===== config.mk =====
export PLATFORM = sky130hd
export DESIGN_NAME = tea_enc_flat
export DESIGN_NICKNAME = d
export VERILOG_FILES = /design/src/rtl/tea_enc_if.sv /design/src/rtl/tea_enc.sv /design/src/flat_wrapper.sv
export SDC_FILE = /design/constraint.sdc
export NUM_CORES = 1
export LEC_CHECK = 0
export ABC_AREA = 1
export BUFFER_PORTS_ARGS = -buffer_cell sky130_fd_sc_hd__clkbuf_2
export CAP_MARGIN = 30
export CORE_ASPECT_RATIO = 1.5
export CORE_MARGIN = 4
export CORE_UTILIZATION = 43
export DETAILED_ROUTE_END_ITERATION = 10
export PLACE_DENSITY = 0.61
export SETUP_SLACK_MARGIN = 0.2
export SLEW_MARGIN = 20
export SYNTH_ARGS = -nofsm -noshare
export SYNTH_HDL_FRONTEND = slang
export SYNTH_SLANG_ARGS = --single-unit

===== constraint.sdc =====
create_clock -name clk -period 7.4 [get_ports clk]
set_input_delay 0.74 -clock clk [delete_from_list [all_inputs] [get_ports clk]]
set_output_delay 0.74 -clock clk [all_outputs]
set_load 0.02 [all_outputs]

===== src/rtl/tea_enc_if.sv =====
`default_nettype none
// ============================================================================
// Module      : tea_enc_if
// Description : Request/result bundle between a TEA encryptor and its user.
// Revision    : 1.0 - initial release
// ============================================================================
interface tea_enc_if;
    logic         ena;
    logic         start;
    logic [63:0]  data;
    logic [127:0] key;
    logic         busy;
    logic         rdy;
    logic [63:0]  result;

    modport master (
        output ena, start, data, key,
        input  busy, rdy, result
    );

    modport slave (
        input  ena, start, data, key,
        output busy, rdy, result
    );
endinterface
`default_nettype wire


===== src/rtl/tea_enc.sv =====
`default_nettype none
// ============================================================================
// Module      : tea_enc
// Description : Iterative TEA block encryptor, one round per enabled cycle.
// Revision    : 1.0 - initial release
// ============================================================================
module tea_enc #(
    parameter logic [31:0] DELTA  = 32'h9E3779B9,
    parameter int unsigned ROUNDS = 32
) (
    input  wire logic  clk,
    input  wire logic  rst,
    tea_enc_if.slave   bus
);

    typedef enum logic [1:0] {
        S_IDLE = 2'd0,
        S_ENC  = 2'd1,
        S_DONE = 2'd2
    } state_t;

    localparam logic [5:0] c_LAST_ROUND = 6'(ROUNDS);

    state_t      r_state;
    state_t      w_state_nx;
    logic [31:0] r_v0, r_v1, r_sum;
    logic [31:0] r_k0, r_k1, r_k2, r_k3;
    logic [5:0]  r_cnt;

    logic [31:0] w_sum_nx;
    logic [31:0] w_v0_nx;
    logic [31:0] w_v1_nx;
    logic [5:0]  w_cnt_nx;

    // v1 update depends on the freshly computed v0 of the same round
    assign w_sum_nx = r_sum + DELTA;
    assign w_v0_nx  = r_v0 + (((r_v1 << 4) + r_k0) ^ (r_v1 + w_sum_nx) ^ ((r_v1 >> 5) + r_k1));
    assign w_v1_nx  = r_v1 + (((w_v0_nx << 4) + r_k2) ^ (w_v0_nx + w_sum_nx) ^ ((w_v0_nx >> 5) + r_k3));
    assign w_cnt_nx = r_cnt + 6'd1;

    always_comb begin
        w_state_nx = r_state;
        case (r_state)
            S_IDLE:  if (bus.start) w_state_nx = S_ENC;
            S_ENC:   if (w_cnt_nx == c_LAST_ROUND) w_state_nx = S_DONE;
            S_DONE:  w_state_nx = S_IDLE;
            default: w_state_nx = S_IDLE;
        endcase
    end

    always_ff @(posedge clk) begin
        if (rst) begin
            r_state <= S_IDLE;
        end else if (bus.ena) begin
            r_state <= w_state_nx;
        end
    end

    always_ff @(posedge clk) begin
        if (rst) begin
            r_v0  <= 32'h0;
            r_v1  <= 32'h0;
            r_sum <= 32'h0;
            r_cnt <= 6'd0;
            r_k0  <= 32'h0;
            r_k1  <= 32'h0;
            r_k2  <= 32'h0;
            r_k3  <= 32'h0;
        end else if (bus.ena) begin
            case (r_state)
                S_IDLE: begin
                    if (bus.start) begin
                        r_v0  <= bus.data[63:32];
                        r_v1  <= bus.data[31:0];
                        r_k0  <= bus.key[127:96];
                        r_k1  <= bus.key[95:64];
                        r_k2  <= bus.key[63:32];
                        r_k3  <= bus.key[31:0];
                        r_sum <= 32'h0;
                        r_cnt <= 6'd0;
                    end
                end
                S_ENC: begin
                    r_v0  <= w_v0_nx;
                    r_v1  <= w_v1_nx;
                    r_sum <= w_sum_nx;
                    r_cnt <= w_cnt_nx;
                end
                default: ;
            endcase
        end
    end

    // Result stays on the v0/v1 registers so it holds through IDLE
    assign bus.busy   = (r_state != S_IDLE);
    assign bus.rdy    = (r_state == S_DONE);
    assign bus.result = {r_v0, r_v1};

endmodule
`default_nettype wire


===== src/flat_wrapper.sv =====
// flat-port wrapper written by rule: the top's interface ports become plain ports
module tea_enc_flat 
#(
    parameter logic [31:0] DELTA  = 32'h9E3779B9,
    parameter int unsigned ROUNDS = 32
)
  (clk, rst, bus_ena, bus_start, bus_data, bus_key, bus_busy, bus_rdy, bus_result);
  tea_enc_if bus_i ();
  input  wire logic clk;
  input  wire logic rst;
  input wire logic [$bits(bus_i.ena)-1:0] bus_ena;
  input wire logic [$bits(bus_i.start)-1:0] bus_start;
  input wire logic [$bits(bus_i.data)-1:0] bus_data;
  input wire logic [$bits(bus_i.key)-1:0] bus_key;
  output wire logic [$bits(bus_i.busy)-1:0] bus_busy;
  output wire logic [$bits(bus_i.rdy)-1:0] bus_rdy;
  output wire logic [$bits(bus_i.result)-1:0] bus_result;
  assign bus_i.ena = bus_ena;
  assign bus_i.start = bus_start;
  assign bus_i.data = bus_data;
  assign bus_i.key = bus_key;
  assign bus_busy = bus_i.busy;
  assign bus_rdy = bus_i.rdy;
  assign bus_result = bus_i.result;
  tea_enc #(.DELTA(DELTA), .ROUNDS(ROUNDS)) u_core (.clk(clk), .rst(rst), .bus(bus_i));
endmodule

* After elaboration in Yosys (flattened, before gate mapping)
Index checks and enable logic that the tools add are counted.
Word-level totals: input bits 196, bits in registers 232
Cells by class: $add $sub $neg 10, equal/unequal tests 5, mux-type cells 11, reductions and logical operators 6, bitwise logic cells 4
Operator list (count):
- 32-bit adder | 6
- 32-bit one-hot mux with 2 select lines | 3
- 32-bit bitwise XOR | 4
- 32-bit two-way mux | 3
- 27-bit by 32-bit adder with 32-bit output | 2
- 32-bit adder (second input constant) | 1
- 6-bit one-hot mux with 2 select lines | 1
- 3-bit AND reduction | 3
- 6-bit by 1-bit adder with 6-bit output (second input constant) | 1
- 6-bit == test (second input constant) | 1
- 6-bit two-way mux | 1
- 2-bit two-way mux | 2
- 2-bit one-hot mux with 2 select lines | 1
- 2-bit nonzero test | 2
- 2-bit by 1-bit == test with 1-bit output (second input constant) | 1
- 2-bit == test (second input constant) | 1
- 2-bit logical NOT | 1
- 2-bit by 1-bit inequality test with 1-bit output (second input constant) | 1
- 2-bit inequality test (second input constant) | 1

* Depth between registers and ports, before layout
Gate-level depths: netlist of the first run.
depth in word-level cells 10, mapped depth 62

* Least setup slack after synthesis of the first run
Ideal clock, no wire load.
kind register -> register, start register u_core.r_sum[0], end register u_core.r_v1[31], cell stages (with the launch flop) 58, slack -0.073 ns, arrival 7.360 ns, clock period less this slack 7.473 ns, cells stage by stage dfxtp_1 -> ha_1 -> nand2_1 -> nand3_2 -> a21oi_2 -> inv_2 -> nor2_2 -> nor2_1 -> nor2_4 -> nand3b_4 -> o21ai_2 -> inv_2 -> o31ai_1 -> o21ai_0 -> ha_1 -> nand2_1 -> nor2_1 -> nand2_1 -> (+22 left out) -> a21oi_1 -> nor3_2 -> xor2_1 -> xor2_1 -> ha_1 -> inv_1 -> nor3_1 -> nand2_1 -> o211ai_1 -> a31oi_1 -> inv_1 -> nand2_1 -> nand2_1 -> inv_1 -> nand3_1 -> nand3_1 -> nand2_1 -> a21oi_2
On the way: word-level cells in the longest chain between the ends 10, elaborated cells on any way between the ends 12
RTL lines:
- start: declaration | RTL line tea_enc.sv:26 | logic [31:0] r_v0, r_v1, r_sum;
- start signal: assignment | RTL line tea_enc.sv:86 | r_sum <= w_sum_nx;
- 32-bit adder * | RTL line tea_enc.sv:36 | assign w_sum_nx = r_sum + DELTA;
- 32-bit adder | RTL line tea_enc.sv:37 | assign w_v0_nx = r_v0 + (((r_v1 << 4) + r_k0) ^ (r_v1 + w_sum_nx) ^ ((r_v1 >> 5) + r_k1));
- 32-bit bitwise XOR (2 in a row) | RTL line tea_enc.sv:37
- 32-bit adder | RTL line tea_enc.sv:37
- 32-bit adder | RTL line tea_enc.sv:38 | assign w_v1_nx = r_v1 + (((w_v0_nx << 4) + r_k2) ^ (w_v0_nx + w_sum_nx) ^ ((w_v0_nx >> 5) + r_k3));
- 32-bit bitwise XOR | RTL line tea_enc.sv:38
- 32-bit bitwise XOR * | RTL line tea_enc.sv:38
- 32-bit adder * | RTL line tea_enc.sv:38
- 32-bit one-hot mux with 2 select lines * | RTL line tea_enc.sv:70 | case (r_state)
- end signal: assignment | RTL line tea_enc.sv:74 | r_v1 <= bus.data[31:0];
- end signal: assignment | RTL line tea_enc.sv:85 | r_v1 <= w_v1_nx;
- end: declaration | RTL line tea_enc.sv:26
Mark *: on every way between the ends. The rest lies on a longest branch, timed or not. A chain may end at the register's enable or synchronous reset.

* Worst setup path in the final report of the first run
Same ends and word-level chain as after synthesis.

==> run summary, run 1 <==
Top_reg_cell synth - dfxtp_1
GRT Util Overall - 29.6%
Sequential fraction of the synthesis area - 20.8%
Syn_nets - 3763
YS warnings - 0
HP Start - bus_key[99]
Pin count of the biggest net entering global routing - 88
CP Launch Type - flop
Syn Area/Cell - 6.76 sq um
Routability cong. - 0.946
DRC - 0
Final setup margin - -0.628 ns
Clk buf depth - 3
DRT Wirelength - 89500 microns
1st-iter DRT viols - 1408
Top cells by area, synth - dfxtp_1, ha_1, nand2_1
Register area - 4650 sq um
Clock sinks - 232
Fin. max-slew vios - 0
Die height - 287 microns
Core area - 51600 sq um
Die X-Extent - 194 microns
Count leader, synth - nand2_1
Crit-path slowest cell - dfxtp_4
Top-area cell type share of the netlist area - 20.8%
Global-route wire length before repair - 132000 microns
Status - finished with violations
Post-Synthesis Cells - 3310
H-Tree Depth - 1
WL/cell - 17.9 microns
Congestion Overflow GR - 0
Slowest stage delay, CP - 0.35 ns
Ratio of cells with drive above 1 in the final layout - 36.4%
Final hold viol count - 0
Register bit total from synthesis - 232
Reg2reg path depth - 59
Final setup viols - 10
Rel. slew slack - 37.5%
Vias per cell - 5.17
Layout Utilization - 65.4%
Max_cap viols - 0
Final Critical Period - 8.03 ns
Vias in the first global route - 24594
Post-route ant nets - 0
Worst r2r src - u_core.r_sum[0]
Initial core utilization - 43.4%
Hold Path Class - primary input to flop
Largest fanout on the critical path - 4
Post-synth EDFFs - 0
Initial antenna violation count - 0
Worst hold path depth - 3
Skew final - 0.0161 ns
Nets - 4758
Cell variety after synth - 59
CTS tree - built
RSZ-0062 raised after global routing - true
Period utilization - 108%
Post-synth top cells - nand2_1, nor2_1, a21oi_1
Multi-input gate area - 18900 sq um
Total die area - 55800 sq um
Post-Syn Area - 22400 sq um
I/O Buffers - 261
Clk slew on worst S/H paths - 0.07 ns
Critical path data arrival time - 8.47 ns
Measured slew at the worst slew-check pin - 0.937 ns
Critical Path RT - 7.84 ns
CP Capture Type - flop
DP HPWL - 70800 microns
Ys async rst share - 0%
Violated checks - negative setup slack
Setup TNS - -3.74 ns
Root Buffer - clkbuf_16
Setup CP Type - flop to flop
Core Rows - 102
Worst skew pair latency - 0.60 ns
Area Overhead vs Synth - 50.7%
Fillers - 4777
Via Count - 25837
Worst setup path start - u_core.r_sum[0]
Initial DRT Pass Iterations - 5
Top-Level Pins - 262
Post-synth top area cell - dfxtp_1
FMAX - 125 MHz
CTS Buf Count - 27
-- layout by cell type (no fill, tap or decap), types with 88 or more instances in the layout --
cell / synthesis / routed
xor2_1: 246 / 213
buf_4: 2 / 772
o21ai_0: 266 / 220
ha_1: 249 / 183
nand2_1: 606 / 554
inv_1: 258 / 244
a21oi_1: 364 / 277
a21oi_2: 11 / 88
xnor2_1: 126 / 106
nor2_1: 462 / 429
dfxtp_1: 232 / 228
clkbuf_2: 0 / 260
-- metrics by stage --
step                instances  hold WS (ns)  instance area, sq um  setup slack (ns)
finish                   5002         0.367                 33700            -0.628
global route             5001         0.357                 33700             -1.11
CTS                      4963         0.333                 31800            -0.685
detailed placement       4892         0.464                 29700            -0.999
global placement         4891         0.455                 29700            -0.919
floorplan                3310         0.443                 22400             0.143
-- area by class of cell --
class / instances / share of cell area, %
Antenna cell: 1 / 0.00742
Clock buffer: 36 / 2.28
Clock inverter: 13 / 0.442
Inverter: 270 / 3.04
Multi-Input combinational cell: 2719 / 56.0
Sequential cell: 232 / 13.8
Tap cell: 676 / 2.51
Timing Repair Buffer: 1055 / 21.9
-- sequential cells by signal, summed over array words and instances (netlist names) --
signal / flops
u_core.r_cnt: 6
u_core.r_k0: 32
u_core.r_k1: 32
u_core.r_k2: 32
u_core.r_k3: 32
u_core.r_state: 2
u_core.r_sum: 32
u_core.r_v0: 32
u_core.r_v1: 32
-- kinds of logic (layout without fill, tap and decap cells) --
group | count (synthesis) | count (layout) | share of synthesized area [%]
other cells | 0 | 1 | 0
fa+ha+maj | 257 | 257 | 14.6
buf+inv | 359 | 1374 | 6.28
flops | 232 | 232 | 20.8
simple gates | 1261 | 1261 | 22.9
compound gates | 829 | 829 | 20.8
xor+xnor | 372 | 372 | 14.6
-- critical path: cells and delay by family, from the launching register on --
kind / cells / cell delay, ns
and+or+nand+nor: 23 / 2.04
AOI/OAI and AO/OA: 13 / 1.99
adders and majority gates: 5 / 1.27
buffers and inverters: 11 / 0.96
DFF: 1 / 0.35
xor gates and xnor gates: 7 / 1.21
-- timing repair --
action / 4_1_cts / 5_1_grt
setup buffers: 22 / 38
setup endpoints to repair: 21 / 23
pin swaps: 80 / 164
hold buffers: 0 / 0
resized for setup: 194 / 313
-- final timing paths --
check / slack [ns] / to
min reg2reg: 0.47 / u_core.r_sum[21]
max: -0.63 / u_core.r_v1[31]
max reg2reg: -0.63 / u_core.r_v1[31]
min: 0.37 / u_core.r_k0[3]
-- routing by layer --
| metal | up-vias | GRT usage [%] | routed length [microns] | share of wire, % |
|---|---|---|---|---|
| met5 | - | 0 | 0 | 0 |
| met4 | 0 | 13.8 | 5190 | 5.8 |
| met3 | 201 | 2.49 | 3730 | 4.2 |
| met2 | 722 | 55.8 | 46100 | 51 |
| met1 | 11835 | 33.6 | 34500 | 39 |
| li1 | 13079 | - | - | - |
Power of run 1 is left out: the tool's default activity adds up to more than one toggle a clock period on the data nets, which glitch-free logic cannot reach.
==> run 2: changes to the inputs <==
- SKIP_CTS_REPAIR_TIMING: not set -> 1
- SLEW_MARGIN: 20 -> 40
==> run summary, run 2 (synthesized netlist as in run 1, its figures left out) <==
Post-Place Cells - 4891
Final hold viol count - 0
Initial core utilization - 43.4%
DRT Wirelength - 87400 microns
Worst reg2reg setup slack - -0.72 ns
ANT cells - 0
1st-iter DRT viols - 1328
FMAX - 123 MHz
Congestion Overflow GR - 0
Vias in the first global route - 24172
Via Count - 25493
Top-Level Pins - 262
Clk slew on worst S/H paths - 0.06 ns
Critical Path Most Common Cell - buf_4
DRC - 0
Clk buf depth - 3
RSZ-0062 raised after global routing - true
Post-route ant nets - 0
Rel. slew slack - 42.9%
Final setup viols - 14
Vias per cell - 5.13
CTS tree - built
DP HPWL - 70800 microns
CP Capture Type - flop
Layout Utilization - 62.6%
Pin count of the biggest net entering global routing - 119
Die X-Extent - 194 microns
Fin. max-slew vios - 0
Measured slew at the worst slew-check pin - 0.856 ns
Largest fanout on the critical path - 4
Register area - 4650 sq um
Commonest non-fill, non-tap cell in the layout - buf_4
CTS Buf Count - 27
Initial antenna violation count - 0
Slowest stage delay, CP - 0.36 ns
Root Buffer - clkbuf_16
Hold Path Class - primary input to flop
Initial DRT Pass Iterations - 6
Violated checks - negative setup slack
I/O Buffers - 261
Max_cap viols - 0
Ratio of cells with drive above 1 in the final layout - 32.7%
Core Rows - 102
Setup TNS - -5.05 ns
Nets - 4722
Area Overhead vs Synth - 44.3%
Period utilization - 110%
Finished Layout Cells - 4965
CP Launch Type - flop
Routability cong. - 0.946
Crit-path slowest cell - ha_1
Global-route wire length before repair - 131000 microns
Setup CP Type - flop to flop
Critical Path RT - 7.84 ns
H-Tree Depth - 1
Final setup margin - -0.725 ns
WL/cell - 17.6 microns
GRT Util Overall - 29.3%
Most frequent cells in the layout - buf_4, nand2_1, nor2_1
Worst skew pair latency - 0.59 ns
Core area - 51600 sq um
Die height - 287 microns
Clock sinks - 232
Pre-CTS setup slack - -1.07 ns
Final Critical Period - 8.12 ns
Total die area - 55800 sq um
Status - finished with violations
Multi-input gate area - 17900 sq um
Critical path data arrival time - 8.56 ns
Fillers - 5034
Skew final - 0.0136 ns
run 2: changes by cell type in the layout (fill, tap and decap cells not counted), sizes merged:
cell,before,now
bufinv,2,1
clkinvlp,3,2
clkbuf,296,297
buf,795,759
diode,1,0
clkinv,6,8
inv,272,271
run 2: cell type report:
class / count / share of cell area (%)
clock inverters: 12 / 0.337
flip-flops and latches: 232 / 14.4
inverters: 270 / 3.17
repair buffers: 1019 / 21.8
clock buffers: 37 / 2.33
well taps: 676 / 2.62
multi-input cells: 2719 / 55.3
run 2: worst max-delay path, delay by kind of cell (launching register included):
kind | cells | cell delay [ns]
DFF | 1 | 0.35
adders and majority gates | 5 | 1.31
AOI/OAI and AO/OA | 15 | 2.23
buffers and inverters | 8 | 1.08
xor gates and xnor gates | 8 | 1.49
and+or+nand+nor | 14 | 1.47
run 2: layer usage:
metal	GRT usage, %	vias up	wire, microns
met1	33.6	11625	34300
li1	-	12988	-
met5	0	-	0
met2	54.6	694	44600
met4	13.7	0	5000
met3	2.63	186	3510
run 2: path summary, 6_finish.rpt:
kind,startpoint,endpoint,cells after the start
max,u_core.r_sum[0],u_core.r_v1[30],50
min,bus_key[17],u_core.r_k3[17],3
max reg2reg,u_core.r_sum[0],u_core.r_v1[30],50
min reg2reg,u_core.r_sum[28],u_core.r_sum[28],2
run 2: per-stage QoR:
stage	cell area [sq um]	hold WS [ns]
detailed placement	29700	0.460
global placement	29700	0.455
CTS	30600	0.344
finish	32300	0.368
global route	32300	0.359
floorplan	22400	0.443
Power of run 2 is left out for the same reason.
